[config.mk]
export PLATFORM = sky130hd
export DESIGN_NAME = fetch_request_unit_flat
export DESIGN_NICKNAME = d
export VERILOG_FILES = /design/src/rtl/fetch_request_unit_if.sv /design/src/rtl/fetch_request_unit.sv /design/src/flat_wrapper.sv
export SDC_FILE = /design/constraint.sdc
export NUM_CORES = 1
export LEC_CHECK = 0
export ABC_AREA = 1
export BUFFER_PORTS_ARGS = -buffer_cell sky130_fd_sc_hd__buf_2
export CAP_MARGIN = 20
export CORE_ASPECT_RATIO = 2
export CORE_MARGIN = 8
export CORE_UTILIZATION = 40
export CTS_CLUSTER_DIAMETER = 150
export DETAILED_ROUTE_END_ITERATION = 10
export RECOVER_POWER = 50
export SETUP_SLACK_MARGIN = 0.15
export SYNTH_ARGS = -nofsm -noshare
export SYNTH_HDL_FRONTEND = slang
export SYNTH_SLANG_ARGS = --single-unit
export TNS_END_PERCENT = 1
[constraint.sdc]
create_clock -name CLK -period 5.9 [get_ports CLK]
set_clock_uncertainty 0.2 [all_clocks]
set_input_delay 0.59 -clock CLK [delete_from_list [all_inputs] [get_ports CLK]]
set_output_delay 0.59 -clock CLK [all_outputs]
set_load 0.02 [all_outputs]
[src/rtl/fetch_request_unit_if.sv]
// Fetch/decode/cache signal bundle between fetch_request_unit, control_unit and the I/D caches.
// The master side belongs to fetch_request_unit. The slave side belongs to the caches and control_unit.
interface fetch_request_unit_if;
    logic        ihit;
    logic [31:0] imemload;
    logic        iREN;
    logic [31:0] imemaddr;
    logic [31:0] instr;
    logic [31:0] pc;
    logic [31:0] npc;
    logic [1:0]  PCSel;
    logic        branch;
    logic        branchSel;
    logic        zero;
    logic [31:0] jr_addr;
    logic        dREN;
    logic        dWEN;
    logic        dhit;
    logic        dmemREN;
    logic        dmemWEN;
    logic        halt;
    logic        halted;
    logic        commit;

    modport master (
        input  ihit, imemload, PCSel, branch, branchSel, zero, jr_addr,
               dREN, dWEN, dhit, halt,
        output iREN, imemaddr, instr, pc, npc, dmemREN, dmemWEN, halted, commit
    );

    modport slave (
        output ihit, imemload, PCSel, branch, branchSel, zero, jr_addr,
               dREN, dWEN, dhit, halt,
        input  iREN, imemaddr, instr, pc, npc, dmemREN, dmemWEN, halted, commit
    );
endinterface

[src/rtl/fetch_request_unit.sv]
// Multicycle MIPS fetch sequencer: owns PC/IR, issues I/D cache requests, computes next PC.
// Latency: ihit cycle + EXEC cycle (+ MEM cycles up to dhit). Cache requests are held until the hit arrives. Commit pulses on retire.
module fetch_request_unit #(
    parameter logic [31:0] PC_INIT = 32'h0000_0000
) (
    input  logic                  CLK,
    input  logic                  nRST,
    fetch_request_unit_if.master  bus
);
    typedef enum logic [2:0] {START, FETCH, EXEC, MEM, HALT} state_t;

    state_t      r_state;
    logic [31:0] r_pc;
    logic [31:0] r_ir;

    logic [31:0] w_npc;
    logic [31:0] w_br_off;
    logic        w_taken;
    logic [31:0] w_next_pc;
    logic        w_mem_req;

    assign w_npc     = r_pc + 32'd4;
    assign w_br_off  = {{14{r_ir[15]}}, r_ir[15:0], 2'b00};
    assign w_taken   = bus.branch & (bus.zero ^ bus.branchSel);
    assign w_mem_req = bus.dREN | bus.dWEN;

    always_comb begin
        w_next_pc = w_npc;
        case (bus.PCSel)
            2'b00:   w_next_pc = {w_npc[31:28], r_ir[25:0], 2'b00};
            2'b01:   w_next_pc = w_taken ? (w_npc + w_br_off) : w_npc;
            2'b10:   w_next_pc = bus.jr_addr;
            default: w_next_pc = w_npc;
        endcase
    end

    always_ff @(posedge CLK or negedge nRST) begin
        if (!nRST) begin
            r_state <= START;
            r_pc    <= PC_INIT;
            r_ir    <= 32'h0;
        end else begin
            case (r_state)
                START: r_state <= FETCH;
                FETCH: begin
                    if (bus.ihit) begin
                        r_ir    <= bus.imemload;
                        r_state <= EXEC;
                    end
                end
                EXEC: begin
                    if (bus.halt) begin
                        r_state <= HALT;
                    end else if (w_mem_req) begin
                        r_state <= MEM;
                    end else begin
                        r_pc    <= w_next_pc;
                        r_state <= FETCH;
                    end
                end
                MEM: begin
                    // ihit is deliberately ignored here even if it coincides with dhit.
                    if (bus.dhit) begin
                        r_pc    <= w_next_pc;
                        r_state <= FETCH;
                    end
                end
                HALT:    r_state <= HALT;
                default: r_state <= START;
            endcase
        end
    end

    assign bus.iREN     = (r_state == FETCH);
    assign bus.imemaddr = r_pc;
    assign bus.pc       = r_pc;
    assign bus.npc      = w_npc;
    assign bus.instr    = r_ir;
    assign bus.dmemREN  = (r_state == MEM) & bus.dREN;
    assign bus.dmemWEN  = (r_state == MEM) & bus.dWEN;
    assign bus.halted   = (r_state == HALT);
    assign bus.commit   = ((r_state == EXEC) & ~bus.halt & ~w_mem_req)
                        | ((r_state == MEM) & bus.dhit);
endmodule

[src/flat_wrapper.sv]
// flat-port wrapper written by rule: the top's interface ports become plain ports
module fetch_request_unit_flat 
#(
    parameter logic [31:0] PC_INIT = 32'h0000_0000
)
  (CLK, nRST, bus_ihit, bus_imemload, bus_PCSel, bus_branch, bus_branchSel, bus_zero, bus_jr_addr, bus_dREN, bus_dWEN, bus_dhit, bus_halt, bus_iREN, bus_imemaddr, bus_instr, bus_pc, bus_npc, bus_dmemREN, bus_dmemWEN, bus_halted, bus_commit);
  fetch_request_unit_if bus_i ();
  input  logic CLK;
  input  logic nRST;
  input wire logic [$bits(bus_i.ihit)-1:0] bus_ihit;
  input wire logic [$bits(bus_i.imemload)-1:0] bus_imemload;
  input wire logic [$bits(bus_i.PCSel)-1:0] bus_PCSel;
  input wire logic [$bits(bus_i.branch)-1:0] bus_branch;
  input wire logic [$bits(bus_i.branchSel)-1:0] bus_branchSel;
  input wire logic [$bits(bus_i.zero)-1:0] bus_zero;
  input wire logic [$bits(bus_i.jr_addr)-1:0] bus_jr_addr;
  input wire logic [$bits(bus_i.dREN)-1:0] bus_dREN;
  input wire logic [$bits(bus_i.dWEN)-1:0] bus_dWEN;
  input wire logic [$bits(bus_i.dhit)-1:0] bus_dhit;
  input wire logic [$bits(bus_i.halt)-1:0] bus_halt;
  output wire logic [$bits(bus_i.iREN)-1:0] bus_iREN;
  output wire logic [$bits(bus_i.imemaddr)-1:0] bus_imemaddr;
  output wire logic [$bits(bus_i.instr)-1:0] bus_instr;
  output wire logic [$bits(bus_i.pc)-1:0] bus_pc;
  output wire logic [$bits(bus_i.npc)-1:0] bus_npc;
  output wire logic [$bits(bus_i.dmemREN)-1:0] bus_dmemREN;
  output wire logic [$bits(bus_i.dmemWEN)-1:0] bus_dmemWEN;
  output wire logic [$bits(bus_i.halted)-1:0] bus_halted;
  output wire logic [$bits(bus_i.commit)-1:0] bus_commit;
  assign bus_i.ihit = bus_ihit;
  assign bus_i.imemload = bus_imemload;
  assign bus_i.PCSel = bus_PCSel;
  assign bus_i.branch = bus_branch;
  assign bus_i.branchSel = bus_branchSel;
  assign bus_i.zero = bus_zero;
  assign bus_i.jr_addr = bus_jr_addr;
  assign bus_i.dREN = bus_dREN;
  assign bus_i.dWEN = bus_dWEN;
  assign bus_i.dhit = bus_dhit;
  assign bus_i.halt = bus_halt;
  assign bus_iREN = bus_i.iREN;
  assign bus_imemaddr = bus_i.imemaddr;
  assign bus_instr = bus_i.instr;
  assign bus_pc = bus_i.pc;
  assign bus_npc = bus_i.npc;
  assign bus_dmemREN = bus_i.dmemREN;
  assign bus_dmemWEN = bus_i.dmemWEN;
  assign bus_halted = bus_i.halted;
  assign bus_commit = bus_i.commit;
  fetch_request_unit #(.PC_INIT(PC_INIT)) u_core (.CLK(CLK), .nRST(nRST), .bus(bus_i));
endmodule
==> flow_metrics.tcl <==
set metrics [dict create \
    worstSetupEndpoint "u_core.bus.imemaddr[25]" \
    grt_antenna_before_repair 0 \
    syn-cell-area_um2 6830 \
    power.density_nw_per_um2 670 \
    critPathCaptureType "register" \
    rsz0062_at_grt "no" \
    synth.net_count 1184 \
    drc 0 \
    synth_seq_area_share_pct 24.6 \
    cell_count_of_the_worst_reg_to_reg_path 20 \
    post-route-period-util_pct 67.0 \
    post-cts-setup-buffers 0 \
    netlist.top_cell.by_area "sky130_fd_sc_hd__dfrtp_1" \
    clk_root_buffer_cell "sky130_fd_sc_hd__clkbuf_16" \
    post_layout_worst_setup_margin_ns 1.94 \
    clk-insertion-delay-late_ns 0.35 \
    slew_headroom_pct -156 \
    cts.sink_count 67 \
    cts_max_level 3 \
    cp-startpoint "u_core.bus.imemaddr[2]" \
    timing.rr.end "u_core.bus.imemaddr[25]" \
    setup.worst_path.class "register to register" \
    crit-reg2reg-launch "u_core.bus.imemaddr[2]" \
    sequential_cell_area_um2 1680 \
    tritoncts "built" \
    fp.dieH_um 201 \
    status "complete, but fails checks" \
    antenna_violating_nets_post_route 0 \
    place_ws_ns 1.94 \
    cts-buffers-inserted 9 \
    synth_cell_types 48 \
    fillerInstances 1892 \
    wire_length_of_the_first_global_routing_pass_mm 43.4 \
    arrival_ns 4.00 \
    post_synth_most_frequent_cells "sky130_fd_sc_hd__nand2_1 (339), sky130_fd_sc_hd__inv_1 (158), sky130_fd_sc_hd__nor2_1 (81)" \
    io_buffers 208 \
    clock_pin_slew_on_the_worst_setup_and_hold_paths_ns 0.07 \
    cts_hold_buf 0 \
    ys_ff_latch 67 \
    num_io_pins 209 \
    num_rows 67 \
    synth_area_per_cell_um2 6.36 \
    irDropWorstVdd_v 0.000450 \
    maxClockFrequency_mhz 253 \
    router_iterations_before_antenna_repair 6 \
    routedWlPerCell_um 19.9 \
    drt_wl_total_mm 29.0 \
    core_um2 16800 \
    fin_nets 1352 \
    route.vias.total 7791 \
    synth_async_sr_flop_share_pct 100 \
    min_path_type "input pin to register" \
    initial_cell_density_of_the_core_pct 40.7 \
    r2r_setup_slack_ns 1.94 \
    syn_to_final_growth_pct 18.3 \
    vias_per_cell 5.36 \
    rd_place_congestion 0.984 \
    power_leakage_nw 4.43 \
    timing.setup.tns_ns 0 \
    violations "max-capacitance violations, max-slew violations" \
    post_synth_inst_count 1074 \
    drive_above_1_share_pct 17.8 \
    tightest_slew_ns 3.84 \
    detailedPlacementHpwl_mm 23.7 \
    dieWidth_um 108 \
    grt_pass1_vias 7835 \
    antenna_cells 0 \
    post_cts_resize_count 0 \
    grt_util_all_layers_pct 26.5 \
    hold_slack_ns 0.267 \
    max-cap-violations 2 \
    cp.required_ns 5.94 \
    grt.overflow.total 0 \
    multi_input_comb_area_um2 4190 \
    final_setup_violation_count 0 \
    synth_warnings 0 \
    synth_top_area_share_pct 24.6 \
    clk_path_buf_depth 2 \
    ys_dominant_reg_cell "sky130_fd_sc_hd__dfrtp_1" \
    final_hold_violation_count 0 \
    final_critical_path_time_including_i_o_delays_and_setup_ns 3.96 \
    number_of_enable_flip_flop_cells_after_synthesis 0 \
    drt_iter0_drc 420 \
    grt_max_degree 68 \
    synth_top_cells_by_area "sky130_fd_sc_hd__dfrtp_1 (25%), sky130_fd_sc_hd__nand2_1 (19%), sky130_fd_sc_hd__inv_1 (8.7%)" \
    crit_fanout 7 \
    die_area_um2 21800 \
    setup.worst_path.start_class "register" \
    synthMostInstantiatedCell "sky130_fd_sc_hd__nand2_1" \
    total_count_of_max_transition_violations_in_the_final_report 103 \
]
==> power by group <==
part | internal (mW) | leakage (nW) | total, mW | switching [mW]
Clock | 0.335 | 0.149 | 0.578 | 0.243
Sequential | 0.677 | 0.809 | 1.02 | 0.339
Combinational | 1.21 | 3.47 | 3.82 | 2.61
Total | 2.22 | 4.43 | 5.42 | 3.20
==> cell type report <==
type	count	share of cell area [%]
clock buffer	9	2.79
multi-input combinational	787	51.9
sequential	67	20.8
tap	207	3.21
clock inverter	7	1.04
timing repair buffer	217	12.9
inverter	160	7.43
==> sequential cells by signal, indices dropped and copies added, names as in the netlist <==
| signal | cells |
|---|---|
| u_core.bus.instr | 32 |
| u_core.r_state | 3 |
| u_core.bus.imemaddr | 32 |
==> critical path, cell delays in order (launching register included) <==
cell,delay (ns)
sky130_fd_sc_hd__dfrtp_1,0.48
sky130_fd_sc_hd__ha_1,0.27
sky130_fd_sc_hd__nand3_2,0.16
sky130_fd_sc_hd__nor2_1,0.17
sky130_fd_sc_hd__nand2_1,0.14
sky130_fd_sc_hd__nor2_2,0.15
sky130_fd_sc_hd__nand2_2,0.10
sky130_fd_sc_hd__xor2_1,0.31
sky130_fd_sc_hd__inv_1,0.11
sky130_fd_sc_hd__ha_1,0.38
sky130_fd_sc_hd__nand2_1,0.09
sky130_fd_sc_hd__nor2_1,0.30
sky130_fd_sc_hd__nand2_1,0.08
sky130_fd_sc_hd__inv_1,0.08
sky130_fd_sc_hd__nand3_1,0.11
sky130_fd_sc_hd__nand4_1,0.12
sky130_fd_sc_hd__nand3_1,0.22
sky130_fd_sc_hd__nand2_1,0.17
sky130_fd_sc_hd__nand2_1,0.06
sky130_fd_sc_hd__nand2_1,0.08
sky130_fd_sc_hd__nand2_1,0.05
==> cells in the final DEF, fill, tap and decap left out, types with 3 or more instances in the layout <==
| cell type | count |
|---|---|
| sky130_fd_sc_hd__nand2_1 | 339 |
| sky130_fd_sc_hd__inv_1 | 158 |
| sky130_fd_sc_hd__buf_2 | 146 |
| sky130_fd_sc_hd__nor2_1 | 79 |
| sky130_fd_sc_hd__nand3_1 | 75 |
| sky130_fd_sc_hd__a21oi_1 | 70 |
| sky130_fd_sc_hd__dfrtp_1 | 67 |
| sky130_fd_sc_hd__clkbuf_1 | 63 |
| sky130_fd_sc_hd__o21ai_0 | 42 |
| sky130_fd_sc_hd__ha_1 | 33 |
| sky130_fd_sc_hd__mux2_2 | 30 |
| sky130_fd_sc_hd__xor2_1 | 18 |
| sky130_fd_sc_hd__a221oi_1 | 16 |
| sky130_fd_sc_hd__nand4_1 | 10 |
| sky130_fd_sc_hd__nor3_1 | 9 |
| sky130_fd_sc_hd__o21bai_1 | 9 |
| sky130_fd_sc_hd__clkbuf_16 | 9 |
| sky130_fd_sc_hd__o211ai_1 | 7 |
| sky130_fd_sc_hd__buf_4 | 7 |
| sky130_fd_sc_hd__o21ai_1 | 5 |
| sky130_fd_sc_hd__nand2_2 | 5 |
| sky130_fd_sc_hd__o2111ai_1 | 4 |
| sky130_fd_sc_hd__nor2_2 | 4 |
| sky130_fd_sc_hd__a21o_1 | 3 |
==> routing by layer <==
metal  vias to the layer above  track usage [%]  wire length [µm]
met3                       103             5.21              1820
li1                       3788                -                 -
met2                       326             46.6             15200
met4                         0             20.8              2250
met5                         -                0                 0
met1                      3574             25.9              9670
==> metrics by stage <==
| stage | cells | area, µm² | total power, mW | utilization [%] |
|---|---|---|---|---|
| after global placement | 1437 | 7830 | 4.84 | 46.7 |
| after CTS | 1453 | 8140 | 5.47 | 48.6 |
| after floorplan | 1074 | 6830 | 3.66 | - |
| after global routing | 1454 | 8080 | 5.86 | 48.2 |
| final | 1454 | 8080 | 5.42 | 48.2 |
| after detailed placement | 1437 | 7830 | 4.86 | 46.7 |
==> how the worst min path moves through the flow <==
stage                               from                     end  cells after the start
finish                  bus_imemload[21]    u_core.bus.instr[21]                      2
global route            bus_imemload[17]    u_core.bus.instr[17]                      2
CTS                                 nRST     u_core.bus.instr[6]                      1
detailed placement  u_core.bus.instr[26]    u_core.bus.instr[26]                      1
global placement    u_core.bus.instr[26]    u_core.bus.instr[26]                      1
floorplan                           nRST  u_core.bus.imemaddr[0]                      0
==> kinds of logic (layout without fill, tap and decap cells) <==
group	Yosys count	after routing	share of synthesized area, %
XOR/XNOR	20	20	2.68
AND/OR/NAND/NOR	539	539	33.2
adder cells (fa/ha/maj)	34	34	6.34
buffers and inverters	220	393	14.1
flip-flops	67	67	24.6
AO/OA/AOI/OAI	164	164	14.2
multiplexers	30	30	4.95
Power figures use the tool's default switching activity.
